<file path="src/rtl/gpio_pkg.sv">
// gpio_pkg: register map shared by the GPIO port and its sub-modules.
package gpio_pkg;

  // Register offsets from the port's I/O base address.
  typedef enum logic [3:0] {
    GPIO_IN      = 4'd0,
    GPIO_OUT     = 4'd1,
    GPIO_DIR     = 4'd2,
    GPIO_SET     = 4'd3,
    GPIO_CLR     = 4'd4,
    GPIO_TGL     = 4'd5,
    GPIO_RISE_EN = 4'd6,
    GPIO_FALL_EN = 4'd7,
    GPIO_PEND    = 4'd8
  } gpio_reg_e;

  localparam int unsigned GPIO_NREGS = 9;

  // True when addr falls inside base..base+GPIO_NREGS-1. Addresses below
  // base wrap to large offsets, so a single compare covers both ends.
  function automatic logic gpio_hit(input logic [15:0] addr, input logic [15:0] base);
    logic [15:0] off;
    off = addr - base;
    return (off < 16'(GPIO_NREGS));
  endfunction

endpackage

</file>
<file path="src/rtl/gpio_sync.sv">
// gpio_sync: one-bit input synchroniser with optional edge detection.
// level is the last synchroniser stage; rise/fall compare it with its
// value one cycle earlier.
module gpio_sync
  import gpio_pkg::*;
#(
  parameter int unsigned SYNC_STAGES = 2,
  parameter bit          EDGE_EN     = 1'b1
) (
  input  logic clk,
  input  logic reset,
  input  logic din,
  output logic level,
  output logic rise,
  output logic fall
);

  logic [SYNC_STAGES-1:0] r_sync;

  // Shift the asynchronous pin through the synchroniser chain.
  always_ff @(posedge clk or posedge reset) begin
    if (reset) r_sync <= '0;
    else       r_sync <= {r_sync[SYNC_STAGES-2:0], din};
  end

  assign level = r_sync[SYNC_STAGES-1];

  if (EDGE_EN) begin : g_edge
    logic r_prev;

    // Remember the previous synchronised level for edge detection.
    always_ff @(posedge clk or posedge reset) begin
      if (reset) r_prev <= 1'b0;
      else       r_prev <= level;
    end

    assign rise = level & ~r_prev;
    assign fall = ~level & r_prev;
  end else begin : g_no_edge
    assign rise = 1'b0;
    assign fall = 1'b0;
  end

endmodule

</file>
<file path="src/rtl/gpio_port.sv">
// gpio_port: parametrised GPIO port on the J1a I/O bus.
// Registers at BASE..BASE+8: IN, OUT, DIR, SET, CLR, TGL, RISE_EN,
// FALL_EN, PEND. Define GPIO_IRQ_EN to build the edge-capture interrupt
// logic (RISE_EN, FALL_EN, PEND, warm-up counter, irq); without it
// offsets +6..+8 read 0, ignore writes, and irq is 0.
module gpio_port
  import gpio_pkg::*;
#(
  parameter int unsigned WIDTH       = 16,
  parameter logic [15:0] BASE        = 16'd310,
  parameter int unsigned SYNC_STAGES = 2
) (
  input  logic             clk,
  input  logic             reset,
  input  logic             io_rd,
  input  logic             io_wr,
  input  logic [15:0]      mem_addr,
  input  logic [15:0]      dout,
  output logic [15:0]      rdata,
  input  logic [WIDTH-1:0] pad_in,
  output logic [WIDTH-1:0] pad_out,
  output logic [WIDTH-1:0] pad_oe,
  output logic             irq
);

`ifdef GPIO_IRQ_EN
  localparam bit IRQ_EN = 1'b1;
`else
  localparam bit IRQ_EN = 1'b0;
`endif

  // Address decode
  logic [15:0]      w_off;
  logic             w_hit;
  gpio_reg_e        w_sel;
  logic             w_wr;
  logic [WIDTH-1:0] w_wdata;

  assign w_off   = mem_addr - BASE;
  assign w_hit   = gpio_hit(mem_addr, BASE);
  assign w_sel   = gpio_reg_e'(w_off[3:0]);
  assign w_wr    = io_wr & w_hit;
  assign w_wdata = dout[WIDTH-1:0];

  // Per-pin synchronisers
  logic [WIDTH-1:0] w_level;
  logic [WIDTH-1:0] w_rise;
  logic [WIDTH-1:0] w_fall;

  for (genvar gi = 0; gi < WIDTH; gi++) begin : g_pin
    gpio_sync #(
      .SYNC_STAGES (SYNC_STAGES),
      .EDGE_EN     (IRQ_EN)
    ) u_sync (
      .clk   (clk),
      .reset (reset),
      .din   (pad_in[gi]),
      .level (w_level[gi]),
      .rise  (w_rise[gi]),
      .fall  (w_fall[gi])
    );
  end

  // Output value and direction registers
  logic [WIDTH-1:0] r_out;
  logic [WIDTH-1:0] r_dir;

  // OUT takes plain writes and the atomic set/clear/toggle aliases.
  always_ff @(posedge clk or posedge reset) begin
    if (reset) begin
      r_out <= '0;
    end else if (w_wr) begin
      case (w_sel)
        GPIO_OUT: r_out <= w_wdata;
        GPIO_SET: r_out <= r_out | w_wdata;
        GPIO_CLR: r_out <= r_out & ~w_wdata;
        GPIO_TGL: r_out <= r_out ^ w_wdata;
        default:  r_out <= r_out;
      endcase
    end
  end

  // DIR register: 1 drives the pin.
  always_ff @(posedge clk or posedge reset) begin
    if (reset)                         r_dir <= '0;
    else if (w_wr && w_sel == GPIO_DIR) r_dir <= w_wdata;
  end

  assign pad_out = r_out;
  assign pad_oe  = r_dir;

`ifdef GPIO_IRQ_EN
  // Edge capture
  localparam int unsigned WARM_MAX = SYNC_STAGES + 1;
  localparam int unsigned WARM_W   = $clog2(WARM_MAX + 1);

  logic [WARM_W-1:0] r_warm;
  logic              w_warm_done;
  logic [WIDTH-1:0]  r_rise_en;
  logic [WIDTH-1:0]  r_fall_en;
  logic [WIDTH-1:0]  r_pend;
  logic [WIDTH-1:0]  w_capture;
  logic [WIDTH-1:0]  w_w1c;

  assign w_warm_done = (r_warm == WARM_W'(WARM_MAX));

  // Hold off capture until the synchronisers hold real pin levels, so
  // pins already high at reset do not look like rising edges.
  always_ff @(posedge clk or posedge reset) begin
    if (reset)             r_warm <= '0;
    else if (!w_warm_done) r_warm <= r_warm + WARM_W'(1);
  end

  // Edge-enable registers.
  always_ff @(posedge clk or posedge reset) begin
    if (reset) begin
      r_rise_en <= '0;
      r_fall_en <= '0;
    end else if (w_wr) begin
      case (w_sel)
        GPIO_RISE_EN: r_rise_en <= w_wdata;
        GPIO_FALL_EN: r_fall_en <= w_wdata;
        default: begin
          r_rise_en <= r_rise_en;
          r_fall_en <= r_fall_en;
        end
      endcase
    end
  end

  // Qualified edges and write-one-to-clear mask for this cycle.
  always_comb begin
    w_capture = '0;
    w_w1c     = '0;
    if (w_warm_done) w_capture = (w_rise & r_rise_en) | (w_fall & r_fall_en);
    if (w_wr && w_sel == GPIO_PEND) w_w1c = w_wdata;
  end

  // Pending edges; a capture in the same cycle as its W1C keeps the bit.
  always_ff @(posedge clk or posedge reset) begin
    if (reset) r_pend <= '0;
    else       r_pend <= (r_pend & ~w_w1c) | w_capture;
  end

  assign irq = |r_pend;
`else
  assign irq = 1'b0;
`endif

  // Combinational read mux; zero unless the address hits this block.
  logic [WIDTH-1:0] w_rd;

  always_comb begin
    w_rd = '0;
    if (w_hit) begin
      case (w_sel)
        GPIO_IN:      w_rd = w_level;
        GPIO_OUT:     w_rd = r_out;
        GPIO_DIR:     w_rd = r_dir;
`ifdef GPIO_IRQ_EN
        GPIO_RISE_EN: w_rd = r_rise_en;
        GPIO_FALL_EN: w_rd = r_fall_en;
        GPIO_PEND:    w_rd = r_pend;
`endif
        default:      w_rd = '0;
      endcase
    end
  end

  assign rdata = 16'(w_rd);

  // Reads have no side effects, so the read strobe is not needed; upper
  // data bits and edge outputs go unused in narrow or non-IRQ builds.
  logic w_unused_ok;
  assign w_unused_ok = ^{1'b0, io_rd, dout, w_rise, w_fall};

endmodule

</file>
<file path="config.mk">
export PLATFORM = sky130hd
export DESIGN_NAME = gpio_port
export DESIGN_NICKNAME = d
export VERILOG_FILES = /design/src/rtl/gpio_pkg.sv /design/src/rtl/gpio_sync.sv /design/src/rtl/gpio_port.sv
export SDC_FILE = /design/constraint.sdc
export NUM_CORES = 1
export LEC_CHECK = 0
export CAP_MARGIN = 20
export CORE_MARGIN = 2
export CORE_UTILIZATION = 48
export DETAILED_ROUTE_END_ITERATION = 12
export GPL_TIMING_DRIVEN = 0
export PLACE_DENSITY = 0.8
export SETUP_SLACK_MARGIN = 0.2
export SLEW_MARGIN = 10
export SYNTH_ARGS = -nofsm -noshare
export SYNTH_HDL_FRONTEND = slang
export SYNTH_SLANG_ARGS = --single-unit
</file>
<file path="constraint.sdc">
create_clock -name clk -period 2.95 [get_ports clk]
set_input_delay 0.59 -clock clk [delete_from_list [all_inputs] [get_ports clk]]
set_output_delay 0.59 -clock clk [all_outputs]
set_load 0.02 [all_outputs]
</file>
### Word level (Yosys, flattened, before mapping)

Index checks and enable logic that the tools add are counted.

| operators by class | value |
|---|---|
| add/sub/neg operators | 1 |
| bitwise logic cells | 5 |
| reductions and logical operators | 4 |
| $lt $le $gt $ge | 1 |
| multiplexer cells | 3 |
| equality and inequality tests | 5 |

Operator list:

| cell | number |
|---|---|
| $pmux 16 s4 | 1 |
| $pmux 16 s3 | 1 |
| $and 16x16->16 | 1 |
| $lt 16x4->1 const B | 1 |
| $mux 16 | 1 |
| $not 16->16 | 1 |
| $or 16x16->16 | 1 |
| $sub 16x9->16 const B | 1 |
| $xor 16x16->16 | 1 |
| $eq 4x2->1 const B | 2 |
| $eq 4x3->1 const B | 2 |
| $eq 4x1->1 const B | 1 |
| $logic_not 4->1 | 1 |
| $reduce_bool 4->1 | 1 |
| $reduce_and 2->1 | 1 |
| $and 1x1->1 | 1 |
| $logic_and 1x1->1 | 1 |

| storage, ports and cells | value |
|---|---|
| register bits | 64 |
| output and inout port bits | 49 |
| word-level logic and storage cells | 37 |
| input bits | 52 |

### Longest topological paths before layout

Gate-level depths: netlist of run 1.

| logic depth | value |
|---|---|
| word-level depth | 4 |
| depth in mapped cells | 9 |
| mapped depth without buffers | 7 |

### Cells and area by module

From an unflattened synthesis of run 1, not the netlist that was laid out.

| second synthesis, totals | value |
|---|---|
| cell total of the unflattened synthesis | 387 |
| area, all modules | 3993.8 um^2 |

Modules (own cells, without submodules):

| module | cells an instance | seq. area each (um^2) | area an instance (um^2) | instances |
|---|---|---|---|---|
| gpio_port | 291 | 800.8 | 2832.7 | 1 |
| gpio_sync | 6 | 50.0 | 72.6 | 16 |

### Worst setup path after synthesis of run 1

No wires, ideal clock.

| timing path | value |
|---|---|
| kind | input to output |
| from | in mem_addr[3] |
| to | out rdata[10] |
| path buffers | 2 |
| path slack | -0.019 ns |
| data required time | 2.360 ns |
| arrival time | 2.379 ns |
| cell stages on the path | 8 |
| cells stage by stage | buf_2 a21o_1 nand2_1 mux2_2 nor4b_2 nand4b_1 buf_2 nor2_1 |

| between the ends | value |
|---|---|
| word-level cells in the longest chain between the ends | 4 |
| elaborated cells between the ends (all ways) | 7 |
| classes of those cells | add/sub: 1; order compare: 1; eq/ne: 2; mux: 2; reduce/logical: 1 |

RTL lines:

| item | line | RTL |
|---|---|---|
| start, declared | gpio_port.sv:17 | `input logic [15:0] mem_addr,` |
| $sub 16x9->16 (*) | gpio_pkg.sv:23 | `off = addr - base;` |
| branches (longest 2 deep; another with $lt 16x4->1) | n/a |  |
| $mux 16 (*) | gpio_port.sv:155 | `if (w_hit) begin` |
| end, declared | gpio_port.sv:19 | `output logic [15:0] rdata,` |

Mark *: on every way between the ends.

### Final worst setup path of run 1

| timing path | value |
|---|---|
| from | in mem_addr[10] |
| to | out rdata[7] |

| between the ends | value |
|---|---|
| word-level cells in the longest chain between the ends | 3 |

RTL lines:

| item | line | RTL |
|---|---|---|
| $sub 16x9->16 | gpio_pkg.sv:23 |  |
| $lt 16x4->1 | gpio_pkg.sv:24 | `return (off < 16'(GPIO_NREGS));` |
| $mux 16 | gpio_port.sv:155 |  |

Every way passes these cells.

==> impl_metrics.yaml, run 1 <==
status:
  status: "finished with violations"
  violations: "negative setup slack"
die:
  die_area_um2: 8280
  fp.dieW_um: 91.0
  ios: 101
  num_rows: 31
  start_util: 0.498
  die_h_um: 91.0
  coreArea_um2: 7290
synthesis:
  synth_ff_type: "dfrtp_1"
  synth-seq-area-share: 0.441
  syn_inst: 323
  ys_async_sr_fraction: 1.00
  syn_area_um2: 3630
  synth_top_area_share: 0.441
  ys_top_cells_by_count: "64 x dfrtp_1, 35 x inv_1, 33 x ha_1, 33 x mux2i_1, 22 x nor2_1"
  syn_avg_cell_area_um2: 11.2
  yosys_warnings: 0
  synth-edff-count: 0
  ys_types: 47
  post-synth-top-count-cell: "dfrtp_1"
  syn_nets: 408
  netlist_top_cells_area: "dfrtp_1 44%, ha_1 11%, mux2i_1 9.1%"
  synth_top_cell_by_area: "dfrtp_1"
  ys_ff_latch: 64
placed_design:
  dpl_cell_area_um2: 4830
  io_buffers: 95
  dp_hpwl_um: 6490
  place_congestion: 0.811
route:
  wirelength_um: 11100
  viasPerCell: 5.70
  drtIter0Drc: 218
  drcViolationCount: 0
  post_drt_wl_per_cell_um: 19.3
  drtPass1Iterations: 5
  dr_total_vias: 3274
  antenna_left: 0
worst_setup_path:
  worst-path-buf-inv: 5
  crit_slowest_cell: "or3_4"
  cp_top_family: "simple AND/OR/NAND/NOR gates"
  crit_chain: "buf_4 -> or3_4 -> buf_4 -> nor2_1 -> nand3_1 -> nand2_1 -> nand4b_1 -> buf_6 -> buf_16 -> nor2_4 -> buf_6"
  arrival_ns: 2.42
  critPathLaunch: "mem_addr[10]"
  rrSetupSlack_ns: 1.49
  max_stage_delay_ns: 0.38
  end_kind: "output port"
  crit_required_ns: 2.36
  worstSetupPathType: "input pin to output port"
  start_kind: "input pin"
  crit_fanout: 7
  crit_cells: 11
  crit_path_end: "rdata[7]"
  rr_startpoint: "pad_out[4]$_DFFE_PP0P_"
  r2r-end: "pad_out[4]$_DFFE_PP0P_"
  worstRegToRegCells: 6
finish:
  final_area_um2: 5760
  drive_above_1_share: 0.316
  antenna_cells: 0
  syn_to_final_growth_pct: 58.5
  final_nets: 555
clock_tree:
  path_clk_slew_ns: 0.07
  htree_levels: 3
  cts_root_buffer: "clkbuf_8"
  cts_max_path_buffers: 2
  insertion_delay_ns: 0.34
  cts.sinks: 64
  cts_buffers: 9
  cts_tree: "yes"
global_routing:
  grt_usage: 0.265
  grt_antenna_before_repair: 0
  grt_pass1_wl_um: 17100
  grt_pass1_vias: 3334
  grt_max_degree: 65
  grt.overflow.total: 0
timing:
  hold_violations: 0
  fmaxAchievable_ghz: 0.332
  tightest_slew_ns: 0.793
  slew_violations: 0
  min_period_ns: 3.01
  finalSetupViolCount: 26
  max_slew_margin: 0.472
  skew_ns: 0.00126
  worst_slack_ns: -0.0646
  fin_setup_tns_ns: -0.860
  rsz0062_at_grt: "true"
  min_period_over_period: 1.02
run:
  maxCapViolations: 0
power_and_ir_drop:
  leakage_uw: 0.00263
  vdd_drop_max_mv: 0.351
  power_density_nw_per_um2: 385
min_path:
  hold_path_class: "flop to flop"
[power breakdown]
group	switching (uW)	leakage [uW]	internal, uW
registers	6.27	0.000737	899
clock network	370	0.000123	589
logic	183	0.00177	169
[how the worst min path moves through the flow]
stage          depth (start not counted)                            startpoint                                   end
2_1_floorplan                          0   g_pin[0].u_sync.r_sync[0]$_DFF_PP0_   g_pin[0].u_sync.r_sync[1]$_DFF_PP0_
3_3_place_gp                           0   g_pin[6].u_sync.r_sync[0]$_DFF_PP0_   g_pin[6].u_sync.r_sync[1]$_DFF_PP0_
3_5_place_dp                           0  g_pin[12].u_sync.r_sync[0]$_DFF_PP0_  g_pin[12].u_sync.r_sync[1]$_DFF_PP0_
4_1_cts                                0  g_pin[12].u_sync.r_sync[0]$_DFF_PP0_  g_pin[12].u_sync.r_sync[1]$_DFF_PP0_
5_1_grt                                0   g_pin[3].u_sync.r_sync[0]$_DFF_PP0_   g_pin[3].u_sync.r_sync[1]$_DFF_PP0_
6_report                               0   g_pin[3].u_sync.r_sync[0]$_DFF_PP0_   g_pin[3].u_sync.r_sync[1]$_DFF_PP0_
[sequential cells by signal (all words and copies together) (netlist names)]
signal	count
g_pin.u_sync.r_sync	32
pad_oe	16
pad_out	16
[metrics by stage]
| stage | power [uW] | instances | hold WS, ns | utilization | setup WS (ns) |
|---|---|---|---|---|---|
| global route | 2290 | 574 | 0.359 | 0.790 | -0.0980 |
| floorplan | 1080 | 323 | 0.331 | - | 0.183 |
| CTS | 2200 | 564 | 0.352 | 0.760 | 0.0308 |
| finish | 2220 | 574 | 0.350 | 0.790 | -0.0646 |
| detailed placement | 1200 | 517 | 0.335 | 0.662 | -1.63 |
| global placement | 1190 | 517 | 0.331 | 0.662 | -1.57 |
[logic make-up (layout without fill, tap and decap cells)]
| logic type | after synthesis | after routing | share of synthesized area |
|---|---|---|---|
| XOR/XNOR | 3 | 3 | 0.00930 |
| other | 1 | 1 | 0.00103 |
| adder cells (fa/ha/maj) | 33 | 33 | 0.114 |
| multiplexers | 50 | 50 | 0.154 |
| AND/OR/NAND/NOR | 48 | 48 | 0.0723 |
| buffers and inverters | 54 | 206 | 0.0689 |
| flip-flops | 64 | 64 | 0.441 |
| AO/OA/AOI/OAI | 70 | 70 | 0.140 |
[cell type report]
class                      instances  area [um2]
clock inverter                     6         115
tap                               99         124
inverter                          35         134
buffer                            19         179
clock buffer                      10         138
timing repair buffer             136        1400
fill                             445        1530
multi-input combinational        205        2070
sequential                        64        1600
[per-layer routing]
| metal | track usage | share of wire | vias to the layer above |
|---|---|---|---|
| met1 | 0.345 | 0.41 | 1615 |
| met3 | 0.0606 | 0.068 | 26 |
| met5 | 0 | 0 | - |
| met4 | 0.112 | 0.022 | 0 |
| li1 | - | - | 1471 |
| met2 | 0.427 | 0.50 | 162 |
[cell usage in the layout (no fill, tap or decap), types with 3 or more instances in the layout]
cell	netlist	layout
clkbuf_8	0	10
dlygate4sd2_1	0	3
ha_1	33	32
buf_12	1	6
buf_2	7	3
buf_6	2	31
nor2_4	0	18
nand2_1	6	3
mux2_1	6	4
dfrtp_1	64	64
and4_1	3	3
bufinv_16	0	3
mux2_4	10	13
a222oi_1	16	16
inv_1	35	34
clkbuf_1	7	4
clkdlybuf4s50_1	0	68
nand3_1	3	3
nor2_1	22	4
a21oi_1	19	18
buf_4	2	28
mux2i_1	33	32
clkbuf_4	0	4
buf_8	0	3
o22ai_1	16	16
[what timing repair did]
| action | in CTS | in global routing |
|---|---|---|
| setup buffers | 29 | 9 |
| cloned | 2 | 1 |
| resized for setup | 170 | 40 |
| pin swaps | 23 | 17 |
| endpoints found under the setup margin | 42 | 45 |
| hold buffers | 0 | 0 |
(Power assumes the default switching activity.)
==> run 2, diff against run 1 <==
- CELL_PAD_IN_SITES_DETAIL_PLACEMENT: not set -> 2
- CELL_PAD_IN_SITES_GLOBAL_PLACEMENT: not set -> 2
- CORE_UTILIZATION: 48 -> 30
- PLACE_DENSITY: 0.8 -> not set
- PLACE_DENSITY_LB_ADDON: not set -> 0.1
==> run 2 against run 1 <==
Effect of this change: the flow now finishes without violations; worst hold slack worse by 0.0051 ns; register-to-register slack about the same; clock power up 11%; sequential share of layout area rose by 0.98 points; fmax up 4.1%; critical endpoint is now rdata[5].
==> impl_metrics.yaml, run 2 (synthesis results as in run 1) <==
timing:
  max_slew_margin: 0.452
  fmaxAchievable_ghz: 0.345
  skew_ns: 0.00558
  rsz0062_at_grt: "true"
  hold_violations: 0
  min_period_ns: 2.89
  tightest_slew_ns: 0.823
  slew_violations: 0
  worst_slack_ns: 0.0554
  min_period_over_period: 0.981
  holdWs_ns: 0.345
  finalSetupViolCount: 0
die:
  coreArea_um2: 11900
  die_area_um2: 13000
  ios: 101
  start_util: 0.305
  num_rows: 40
  die_h_um: 114
  fp.dieW_um: 114
route:
  dr_total_vias: 3052
  wirelength_um: 12100
  drtPass1Iterations: 6
  antenna_left: 0
  drtIter0Drc: 117
  post_drt_wl_per_cell_um: 20.4
  drcViolationCount: 0
  viasPerCell: 5.13
clock_tree:
  cts_tree: "yes"
  insertion_delay_ns: 0.33
  htree_levels: 3
  cts_max_path_buffers: 2
  cts_buffers: 9
  cts.sinks: 64
  cts_root_buffer: "clkbuf_16"
  path_clk_slew_ns: 0.05
placed_design:
  dp_cells: 565
  place_ws_ns: -1.90
  dp_hpwl_um: 8120
  dpl_cell_area_um2: 4890
  place_congestion: 0.805
  io_buffers: 95
finish:
  final_common_cell: "clkdlybuf4s50_1"
  antenna_cells: 0
  multi_input_area_um2: 2060
  final_cell_mix: "68 x clkdlybuf4s50_1, 64 x dfrtp_1, 34 x inv_1, 33 x mux2i_1, 32 x ha_1"
  largest_register_ffs: 32
  drive_above_1_share: 0.272
  final_nets: 530
  seq_area_um2: 1600
  final-instance-count-excl-fill: 595
  fillerInstances: 1197
  final_area_um2: 5560
  syn_to_final_growth_pct: 53.1
  top_register: "g_pin.u_sync.r_sync"
worst_setup_path:
  rr_startpoint: "pad_out[0]$_DFFE_PP0P_"
  crit_required_ns: 2.36
  arrival_ns: 2.30
  crit_fanout: 5
  worstSetupPathType: "input pin to output port"
  start_kind: "input pin"
  end_kind: "output port"
  critPathLaunch: "mem_addr[1]"
power_and_ir_drop:
  vdd_drop_max_mv: 0.222
  power_density_nw_per_um2: 414
  leakage_uw: 0.00249
global_routing:
  grt_pass1_wl_um: 19000
  grt_max_degree: 65
  grt.met3_usage: 0.0312
  grt.overflow.total: 0
  met2_usage: 0.325
  grt_antenna_before_repair: 0
  grt_pass1_vias: 3429
  grtUsageMet1: 0.253
  busiest_layer: "met2"
  grt_usage: 0.192
min_path:
  hold_start: "g_pin[10].u_sync.r_sync[0]$_DFF_PP0_"
  hold_path_class: "flop to flop"
status:
  status: "finished clean"
run:
  maxCapViolations: 0
run 2: final cells by class:
class                   instances  share of cell area
plain buffers                  19              0.0317
well taps                     147              0.0331
inverters                      35              0.0241
clock inverters                 3             0.00765
clock buffers                  11              0.0454
flip-flops and latches         64               0.288
repair buffers                111               0.200
multi-input cells             205               0.371
run 2: final timing paths:
path	to	slack, ns	cells past startpoint
max in group asynchronous	pad_out[2]$_DFFE_PP0P_	1.63	2
setup reg to reg	pad_out[0]$_DFFE_PP0P_	1.50	6
min in group asynchronous	g_pin[8].u_sync.r_sync[0]$_DFF_PP0_	0.79	2
setup / recovery	rdata[5]	0.06	12
hold reg to reg	g_pin[10].u_sync.r_sync[1]$_DFF_PP0_	0.35	0
hold / removal	g_pin[10].u_sync.r_sync[1]$_DFF_PP0_	0.35	0
run 2: metal layers:
metal	vias to the layer above	wire, um
met1	1551	5320
met5	-	0
met2	72	6140
met3	16	499
li1	1413	-
met4	0	157
run 2: power by group:
| part | total, uW | leakage, uW | internal (uW) | switching [uW] |
|---|---|---|---|---|
| registers | 909 | 0.000737 | 901 | 7.34 |
| clock network | 1060 | 0.000143 | 688 | 376 |
| logic | 330 | 0.00161 | 152 | 178 |
run 2: timing repair:
| action | 4_1_cts | 5_1_grt |
|---|---|---|
| resized for setup | 176 | 19 |
| setup endpoints to repair | 48 | 26 |
| hold buffers | 0 | 0 |
| cloned | 1 | 0 |
| pin swaps | 26 | 18 |
| setup buffers | 12 | 3 |
run 2: stage by stage:
stage | utilization | total power (uW) | setup TNS, ns
after floorplan | - | 1080 | 0
after detailed placement | 0.410 | 1210 | -45.37
after CTS | 0.462 | 2320 | 0
after global placement | 0.410 | 1200 | -69.57
final | 0.467 | 2300 | 0
after global routing | 0.467 | 2400 | -0.569
run 2: critical path: stages:
cell and delay, ns:
buf_12 0.11, ha_4 0.17, o211ai_4 0.22, nand2_2 0.10, buf_4 0.14, a31o_2 0.26, nand2_1 0.07, nand4b_1 0.11
buf_6 0.17, buf_16 0.15, nor2_4 0.08, buf_6 0.12
==> run 3, diff against run 2 <==
- CTS_CLUSTER_SIZE: not set -> 20
==> results of run 3 <==
Final layout, timing and power as in run 2 (identical DEF).
